--- src/rtl/ir_pkg.sv ---
// Shared definitions for the NEC IR command decoder: frame field positions,
// FSM encoding and the layout of a queued key entry.
package ir_pkg;

    localparam int ADDR_LSB  = 0;
    localparam int NADDR_LSB = 8;
    localparam int CMD_LSB   = 16;
    localparam int NCMD_LSB  = 24;

    localparam int ENTRY_W = 9;

    localparam logic [1:0] ST_IDLE  = 2'd0;
    localparam logic [1:0] ST_CHECK = 2'd1;
    localparam logic [1:0] ST_PUSH  = 2'd2;

    typedef struct packed {
        logic       rpt;
        logic [7:0] code;
    } key_entry_t;

    function automatic logic [7:0] nec_field(input logic [31:0] frame, input int lsb);
        return frame[lsb +: 8];
    endfunction

endpackage

--- src/rtl/ir_key_fifo.sv ---
// Synchronous first-word-fall-through FIFO holding decoded key entries.
// A push into a full FIFO only succeeds when a pop happens in the same cycle.
module ir_key_fifo #(
    parameter int DEPTH = 4,
    parameter int WIDTH = 9
) (
    input  logic             clk,
    input  logic             rst,
    input  logic             push,
    input  logic             pop,
    input  logic [WIDTH-1:0] din,
    output logic             full,
    output logic             empty,
    output logic [WIDTH-1:0] head
);

    localparam int PW = (DEPTH > 1) ? $clog2(DEPTH) : 1;

    logic [WIDTH-1:0] mem [DEPTH];
    logic [PW-1:0]    wr_ptr;
    logic [PW-1:0]    rd_ptr;
    logic [PW:0]      count;
    logic             do_push;
    logic             do_pop;

    assign empty   = (count == '0);
    assign full    = (count == (PW+1)'(DEPTH));
    assign do_pop  = pop && !empty;
    assign do_push = push && (!full || do_pop);
    assign head    = mem[rd_ptr];

    always_ff @(posedge clk) begin
        if (do_push) begin
            mem[wr_ptr] <= din;
        end
    end

    // Depth is a power of two, so pointer wrap is natural overflow.
    always_ff @(posedge clk) begin
        if (rst) begin
            wr_ptr <= '0;
            rd_ptr <= '0;
            count  <= '0;
        end else begin
            if (do_push) begin
                wr_ptr <= wr_ptr + 1'b1;
            end
            if (do_pop) begin
                rd_ptr <= rd_ptr + 1'b1;
            end
            case ({do_push, do_pop})
                2'b10:   count <= count + 1'b1;
                2'b01:   count <= count - 1'b1;
                default: count <= count;
            endcase
        end
    end

endmodule

--- src/rtl/ir_command_decoder.sv ---
// Validates NEC frames from the IR receiver, filters by address, tags repeats
// and queues key codes for the consumer; tracks key-held, overflow and errors.
module ir_command_decoder
    import ir_pkg::*;
#(
    parameter logic [15:0] ADDRESS        = 16'h0000,
    parameter bit          CHECK_ADDRESS  = 1'b1,
    parameter bit          EXTENDED_ADDR  = 1'b0,
    parameter int          FIFO_DEPTH     = 4,
    parameter int          RELEASE_CYCLES = 6000000,
    parameter int          ERR_WIDTH      = 8
) (
    input  logic                 i_CLOCK_POS,
    input  logic                 i_RESET_POS,
    input  logic                 i_DATA_READY,
    input  logic [31:0]          i_DATA,
    input  logic                 i_POP,
    output logic                 o_KEY_VALID,
    output logic [7:0]           o_KEY_CODE,
    output logic                 o_KEY_REPEAT,
    output logic                 o_KEY_HELD,
    output logic                 o_FIFO_FULL,
    output logic                 o_OVERFLOW,
    output logic [ERR_WIDTH-1:0] o_ERROR_COUNT,
    output logic [15:0]          o_LAST_ADDRESS
);

    localparam int TW = $clog2(RELEASE_CYCLES + 1);

    logic [1:0]    state;
    logic          ready_q;
    logic [31:0]   frame_q;
    logic [7:0]    last_cmd;
    logic          last_valid;
    logic [TW-1:0] timer;

    logic          frame_evt;
    logic [7:0]    f_addr;
    logic [7:0]    f_naddr;
    logic [7:0]    f_cmd;
    logic [7:0]    f_ncmd;
    logic          cmd_ok;
    logic          addr_ok;
    logic [15:0]   frame_addr;
    logic          addr_match;
    logic          rpt;
    logic          fifo_push;
    logic          fifo_pop;
    logic          fifo_full;
    logic          fifo_empty;
    key_entry_t    fifo_din;
    key_entry_t    fifo_head;
    logic          err_drop;
    logic          err_check;
    logic [ERR_WIDTH:0] err_sum;

    assign frame_evt  = i_DATA_READY && !ready_q;
    assign f_addr     = nec_field(frame_q, ADDR_LSB);
    assign f_naddr    = nec_field(frame_q, NADDR_LSB);
    assign f_cmd      = nec_field(frame_q, CMD_LSB);
    assign f_ncmd     = nec_field(frame_q, NCMD_LSB);
    assign cmd_ok     = (f_ncmd == ~f_cmd);
    assign addr_ok    = EXTENDED_ADDR || (f_naddr == ~f_addr);
    assign frame_addr = EXTENDED_ADDR ? frame_q[15:0] : {8'h00, f_addr};
    assign addr_match = !CHECK_ADDRESS || (frame_addr == ADDRESS);

    assign rpt       = last_valid && (f_cmd == last_cmd) && (timer != '0);
    assign fifo_push = (state == ST_PUSH);
    assign fifo_pop  = i_POP && !fifo_empty;
    assign fifo_din  = '{rpt: rpt, code: f_cmd};

    // A dropped event and a failed check can land in the same cycle.
    assign err_drop  = frame_evt && (state != ST_IDLE);
    assign err_check = (state == ST_CHECK) && !(cmd_ok && addr_ok);
    assign err_sum   = {1'b0, o_ERROR_COUNT} + (ERR_WIDTH+1)'(err_drop) + (ERR_WIDTH+1)'(err_check);

    ir_key_fifo #(
        .DEPTH (FIFO_DEPTH),
        .WIDTH (ENTRY_W)
    ) u_key_fifo (
        .clk   (i_CLOCK_POS),
        .rst   (i_RESET_POS),
        .push  (fifo_push),
        .pop   (fifo_pop),
        .din   (fifo_din),
        .full  (fifo_full),
        .empty (fifo_empty),
        .head  (fifo_head)
    );

    assign o_KEY_VALID  = !fifo_empty;
    assign o_KEY_CODE   = fifo_empty ? 8'h00 : fifo_head.code;
    assign o_KEY_REPEAT = !fifo_empty && fifo_head.rpt;
    assign o_KEY_HELD   = (timer != '0);
    assign o_FIFO_FULL  = fifo_full;

    always_ff @(posedge i_CLOCK_POS) begin
        if (i_RESET_POS) begin
            state          <= ST_IDLE;
            ready_q        <= 1'b0;
            frame_q        <= '0;
            last_cmd       <= '0;
            last_valid     <= 1'b0;
            timer          <= '0;
            o_OVERFLOW     <= 1'b0;
            o_ERROR_COUNT  <= '0;
            o_LAST_ADDRESS <= '0;
        end else begin
            ready_q <= i_DATA_READY;

            if (err_sum[ERR_WIDTH]) begin
                o_ERROR_COUNT <= '1;
            end else begin
                o_ERROR_COUNT <= err_sum[ERR_WIDTH-1:0];
            end

            if (timer != '0) begin
                timer <= timer - 1'b1;
            end

            case (state)
                ST_IDLE: begin
                    if (frame_evt) begin
                        frame_q <= i_DATA;
                        state   <= ST_CHECK;
                    end
                end
                ST_CHECK: begin
                    if (!(cmd_ok && addr_ok)) begin
                        state <= ST_IDLE;
                    end else begin
                        o_LAST_ADDRESS <= frame_addr;
                        state          <= addr_match ? ST_PUSH : ST_IDLE;
                    end
                end
                ST_PUSH: begin
                    last_cmd   <= f_cmd;
                    last_valid <= 1'b1;
                    timer      <= TW'(RELEASE_CYCLES);
                    if (fifo_full && !fifo_pop) begin
                        o_OVERFLOW <= 1'b1;
                    end
                    state <= ST_IDLE;
                end
                default: state <= ST_IDLE;
            endcase
        end
    end

endmodule

--- config.mk ---
export PLATFORM = sky130hd
export DESIGN_NAME = ir_command_decoder
export DESIGN_NICKNAME = d
export VERILOG_FILES = /design/src/rtl/ir_pkg.sv /design/src/rtl/ir_key_fifo.sv /design/src/rtl/ir_command_decoder.sv
export SDC_FILE = /design/constraint.sdc
export NUM_CORES = 1
export LEC_CHECK = 0
export ABC_AREA = 1
export BUFFER_PORTS_ARGS = -buffer_cell sky130_fd_sc_hd__buf_2
export CAP_MARGIN = 30
export CORE_MARGIN = 2
export CORE_UTILIZATION = 40
export DETAILED_ROUTE_END_ITERATION = 16
export SETUP_SLACK_MARGIN = 0.2
export SLEW_MARGIN = 10
export SYNTH_ARGS = -nofsm -noshare
export SYNTH_HDL_FRONTEND = slang
export SYNTH_SLANG_ARGS = --single-unit
--- constraint.sdc ---
create_clock -name i_CLOCK_POS -period 4.85 [get_ports i_CLOCK_POS]
set_input_delay 0 -clock i_CLOCK_POS [delete_from_list [all_inputs] [get_ports i_CLOCK_POS]]
set_output_delay 0 -clock i_CLOCK_POS [all_outputs]
set_load 0.03 [all_outputs]
* Word level (Yosys, flattened, before mapping) *
Memory sizes are Yosys's and may differ from the RTL's. A register that Yosys moved wholly into a read port is not among the register bits.
Index checks and enable logic that the tools add are counted.

word-level totals
  bits in registers = 91
  memory bits (writable) = 36
  input bits = 36
  output and inout bits = 37
  word-level logic and storage cells = 73
  memories = 1

cells by class
  add/sub/neg operators = 7
  equal/unequal tests = 9
  muxes and demuxes = 13
  bitwise logic cells = 2
  reduce and logical (&&, ||, !) cells = 28

memory list
  name            depth  width  rd ports  clocked after memory_dff  wr ports  line               source
  u_key_fifo.mem  4      9      1         1                         1         ir_key_fifo.sv:19  logic [WIDTH-1:0] mem [DEPTH];

operators by type and width
  operator                                                              count
  23-bit 2-to-1 mux                                                     2
  8-bit == test                                                         3
  23-bit nonzero test                                                   1
  23-bit by 1-bit subtractor with 23-bit output, second input constant  1
  16-bit zero test                                                      1
  8-bit 2-to-1 mux                                                      2
  8-bit inverter                                                        2
  1-bit logical AND                                                     11
  2-bit 2-to-1 mux                                                      5
  8-bit by 1-bit adder with 9-bit output                                1
  9-bit by 1-bit adder with 9-bit output                                1
  3-bit case mux with 2 select lines                                    1
  2-bit AND reduction                                                   3
  2-bit nonzero test                                                    3
  1-bit zero test                                                       5
  2-bit by 1-bit adder with 2-bit output, second input constant         2
  2-bit by 1-bit == test with 1-bit output, second input constant       2
  2-bit == test, second input constant                                  2
  2-bit case mux with 2 select lines                                    1
  3-bit by 1-bit adder with 3-bit output, second input constant         1
  3-bit == test, second input constant                                  1
  3-bit zero test                                                       1
  3-bit by 1-bit subtractor with 3-bit output, second input constant    1
  2-bit zero test                                                       1
  4 further kinds                                                       5

* Depth between registers and ports, before layout *
  word-level depth = 8
  mapped depth = 16
  gate-level depth less buffers = 16

* Cells and area by module *
A second synthesis with hierarchy kept.

second synthesis, totals
  cells, all modules = 806
  area total of the unflattened synthesis = 6233.5 um^2

by module, submodules not included
  module              times used  cells each  area an instance (um^2)  seq. area each (um^2)
  ir_command_decoder  1           656         4419.2                   1681.6
  ir_key_fifo         1           150         1814.2                   1261.2

* Worst setup path before layout *
OpenSTA, ideal clock, no wires.

  kind = register -> register
  start = register frame_q[23]
  end = register o_ERROR_COUNT[4]
  setup time = 113 ps
  arrival = 2095 ps
  required time = 4737 ps
  path slack = 2642 ps
  cell stages (with the launch flop) = 16
  path buffers = 0
  period minus slack after synthesis = 2208 ps
  cells stage by stage = dfxtp_1 -> nor2_1 -> nor2_1 -> nand2_1 -> nor2_1 -> nand2_1 -> nor2_4 -> nor3_1 -> fa_1 -> nand3_1 -> nor2_2 -> and3_1 -> nand2_1 -> nor2_2 -> o21ai_1 -> inv_1

between the ends
  cells in the longest elaborated chain, start to end = 7

ends and longest elaborated chain
  element                                 line                       source
  start: declaration                      ir_command_decoder.sv:32   logic [31:0] frame_q;
  start signal: assignment                ir_command_decoder.sv:124  frame_q <= i_DATA;
  8-bit inverter                          ir_command_decoder.sv:62   assign cmd_ok = (f_ncmd == ~f_cmd);
  8-bit == test                           ir_command_decoder.sv:62
  1-bit logical AND                       ir_command_decoder.sv:74   assign err_check = (state == ST_CHECK) && !(cmd_ok && addr_ok);
  1-bit zero test                         n/a
  1-bit logical AND                       ir_command_decoder.sv:74
  9-bit by 1-bit adder with 9-bit output  ir_command_decoder.sv:75   assign err_sum = {1'b0, o_ERROR_COUNT} + (ERR_WIDTH+1)'(err_drop) + (ERR_WIDTH+1)'(err_check);
  8-bit 2-to-1 mux                        ir_command_decoder.sv:111  if (err_sum[ERR_WIDTH]) begin
  end signal: assignment                  ir_command_decoder.sv:114  o_ERROR_COUNT <= err_sum[ERR_WIDTH-1:0];
  end: declaration                        ir_command_decoder.sv:24   output logic [ERR_WIDTH-1:0] o_ERROR_COUNT,

No other way between the ends.
A chain may end at the register's enable or synchronous reset.

* Worst setup path in the final report *
Ends and elaborated chain as after synthesis.

==> impl_metrics.env <==
export IMPL_synth_cells=784
export IMPL_synth_edf_count=36
export IMPL_tightestPinTransition_ns=0.873
export IMPL_vias=4999
export IMPL_fill_cells=1442
export IMPL_drt_iter0_markers=237
export IMPL_drive_gt1_share_pct=16.2
export IMPL_h_tree_depth=4
export IMPL_synthFlopType="dfxtp_1"
export IMPL_yosysTopAreaCellShare_pct=30.7
export IMPL_fmax_ghz=0.402
export IMPL_n_antenna_cell=0
export IMPL_grt_pass1_wl_mm=22.4
export IMPL_crit_buf_inv=1
export IMPL_grt_max_degree=61
export IMPL_synth_top_area_cell="dfxtp_1"
export IMPL_routed_wl_mm=13.4
export IMPL_rsz0062_at_grt="no"
export IMPL_die_area_um2=16200
export IMPL_critPathKind="reg -> reg"
export IMPL_row_count=45
export IMPL_fin_util_pct=49.5
export IMPL_root_buffer="clkbuf_16"
export IMPL_numCtsBuffers=17
export IMPL_clkTransAtPathRegs_ns=0.06
export IMPL_fin_worst_skew_ns=0.0134
export IMPL_slew_violations=0
export IMPL_setup_viol=0
export IMPL_power_density_nw_per_um2=544
export IMPL_dr_pass1_iters=4
export IMPL_min_period_ns=2.49
export IMPL_fp_dieH_um=127
export IMPL_fin_tns_setup_ns=0
export IMPL_antenna_left=0
export IMPL_required_ns=5.16
export IMPL_hold_violations=0
export IMPL_holdWs_ns=0.358
export IMPL_clkLatencyLatePin_ns=0.41
export IMPL_avgSynthCellArea_um2=7.74
export IMPL_worst_path_largest_cell_delay_ns=0.47
export IMPL_die_x_um=127
export IMPL_finish_instance_area_um2=7440
export IMPL_wl_per_cell_um=12.3
export IMPL_arrival_ns=2.79
export IMPL_areaGrowthSynthToFinish_pct=22.6
export IMPL_track_usage_pct=17.3
export IMPL_gp_congestion=0.854
export IMPL_end_kind="register"
export IMPL_syn_area_um2=6070
export IMPL_cp_slowest_cell="dfxtp_1"
export IMPL_yosys_top_cells_area="dfxtp_1 (31%), edfxtp_1 (18%), nor2_1 (8.4%)"
export IMPL_core_um2=15000
export IMPL_drc=0
export IMPL_grt_pass1_vias=4650
export IMPL_ys_seq_area_share_pct=48.5
export IMPL_cap_violations=0
export IMPL_crit_fanout=8
export IMPL_yosys_warnings=0
export IMPL_io_buffers=64
export IMPL_yosysUniqueCellTypes=38
export IMPL_critPathTopFamily="simple AND/OR/NAND/NOR gates"
export IMPL_clockBufferDepth=2
export IMPL_start_util_pct=40.3
export IMPL_run_status="complete, no violations"
export IMPL_clock_sinks=129
export IMPL_timing_slew_headroom_pct=41.6
export IMPL_io_pins=73
export IMPL_irDropWorstVdd_uv=315
export IMPL_start_kind="register"
export IMPL_min_path_type="in -> reg"
export IMPL_ctsResizeCount=0
export IMPL_dp_hpwl_mm=9.10
export IMPL_period_share_pct=51.3
export IMPL_path_cells="nor2_1 > nor2_1 > nand2_1 > nor2_1 > nand2_1 > nor2_4 > nor3_1 > fa_1 > nand3_1 > nor2_2 > and3_1 > nand2_1 > nor2_2 > o21ai_1 > inv_1"
export IMPL_nets=928
export IMPL_ys_ff_latch=129
export IMPL_post_cts_buffers=0
export IMPL_grt_antenna_before_repair=0
export IMPL_async_flop_share_pct=0
export IMPL_placed_cell_area_um2=6480
export IMPL_cts_tree="done"
export IMPL_via_per_inst=4.61
export IMPL_postCtsHoldBufs=36
export IMPL_overflow=0
export IMPL_p_leak_uw=0.00326
[layer usage]
| metal | track usage (%) | part of all wire (%) | up-vias |
|---|---|---|---|
| met2 | 28.3 | 48 | 81 |
| met1 | 22.6 | 49 | 2207 |
| met5 | 0 | 0 | - |
| li1 | - | - | 2709 |
| met3 | 3.98 | 2.9 | 2 |
| met4 | 6.33 | 0.34 | 0 |
[cell usage in the layout (no fill, tap or decap), types with 14 or more instances in the layout]
| master | count |
|---|---|
| o21ai_0 | 30 |
| clkbuf_16 | 18 |
| o21ai_1 | 39 |
| edfxtp_1 | 36 |
| nand3_1 | 31 |
| dfxtp_1 | 93 |
| inv_1 | 78 |
| inv_2 | 18 |
| nor2_1 | 136 |
| dlygate4sd3_1 | 36 |
| a21oi_1 | 74 |
| nand2_1 | 133 |
| buf_2 | 64 |
| nor2_2 | 14 |
[through the flow]
step           setup slack, ns  power, uW  cells
2_1_floorplan             2.64       2520    791
3_3_place_gp              2.40       2830   1015
3_5_place_dp              2.35       2830   1015
4_1_cts                   2.34       4080   1083
5_1_grt                   2.05       4350   1085
6_report                  2.36       4050   1085
[flip-flops by register name (all words and copies together) (netlist names), 2 cells and up, named ones only]
signal	cells
u_key_fifo.mem	36
frame_q	32
timer	23
last_cmd	8
o_ERROR_COUNT	8
o_LAST_ADDRESS	8
u_key_fifo.count	3
state	2
u_key_fifo.rd_ptr	2
u_key_fifo.wr_ptr	2
[synth_stat cells (2+ instances only)]
| cell | number |
|---|---|
| buf_2 | 10 |
| o21ai_1 | 39 |
| a31oi_1 | 2 |
| fa_1 | 2 |
| nand2_1 | 133 |
| nand3_4 | 2 |
| or2_1 | 2 |
| o21ai_0 | 30 |
| nand3_1 | 31 |
| inv_2 | 18 |
| nor2_1 | 136 |
| buf_6 | 3 |
| nor4_1 | 2 |
| nor3_1 | 4 |
| xnor2_1 | 7 |
| or2_2 | 3 |
| nand4_1 | 11 |
| buf_4 | 9 |
| edfxtp_1 | 36 |
| inv_1 | 78 |
| ha_1 | 6 |
| a21oi_1 | 74 |
| o21bai_1 | 2 |
| nor2_4 | 5 |
| clkinv_1 | 2 |
| xor2_1 | 9 |
| clkbuf_1 | 8 |
| nand3b_1 | 5 |
| nor2_2 | 14 |
| dfxtp_1 | 93 |
[power by group]
| group | internal [uW] | switching (uW) | leakage [uW] |
|---|---|---|---|
| combinational | 493 | 961 | 0.00190 |
| sequential | 1240 | 142 | 0.00108 |
| clock | 701 | 511 | 0.000273 |
[kinds of logic after synthesis]
family,share of synthesized area (%)
simple gates,25.8
xor+xnor,2.31
compound gates,12.4
buf+inv,9.06
other cells,0.0618
flops,48.5
fa+ha+maj,1.90
[worst paths after layout]
path | cells past startpoint | start | end | slack [ns]
worst max-delay path | 15 | frame_q[23]$_SDFFE_PP0P_ | o_ERROR_COUNT[4]$_SDFF_PP0_ | 2.36
worst min-delay path | 4 | i_DATA[10] | frame_q[10]$_SDFFE_PP0P_ | 0.36
worst max register to register | 15 | frame_q[23]$_SDFFE_PP0P_ | o_ERROR_COUNT[4]$_SDFF_PP0_ | 2.36
worst min register to register | 2 | u_key_fifo.rd_ptr[1]$_SDFFE_PP0P_ | register | 0.47
[area by class of cell]
| type | instances | area (um2) | area share (%) |
|---|---|---|---|
| well taps | 188 | 235 | 3.16 |
| repair buffers | 104 | 723 | 9.72 |
| clock inverters | 13 | 114 | 1.53 |
| flip-flops and latches | 129 | 2940 | 39.6 |
| clock buffers | 19 | 454 | 6.11 |
| inverters | 98 | 368 | 4.95 |
| multi-input cells | 534 | 2600 | 35.0 |
[worst register-to-register path, cell delays in order, from the launching register on]
cell and delay, ns:
dfxtp_1 0.47, nor2_1 0.08, nor2_1 0.11, nand2_1 0.05, nor2_1 0.10, nand2_1 0.09
nor2_4 0.23, nor3_1 0.10, fa_1 0.45, nand3_1 0.15, nor2_2 0.08, and3_1 0.18
nand2_1 0.10, nor2_2 0.05, o21ai_1 0.12, inv_1 0.05
(Power assumes the default switching activity.)
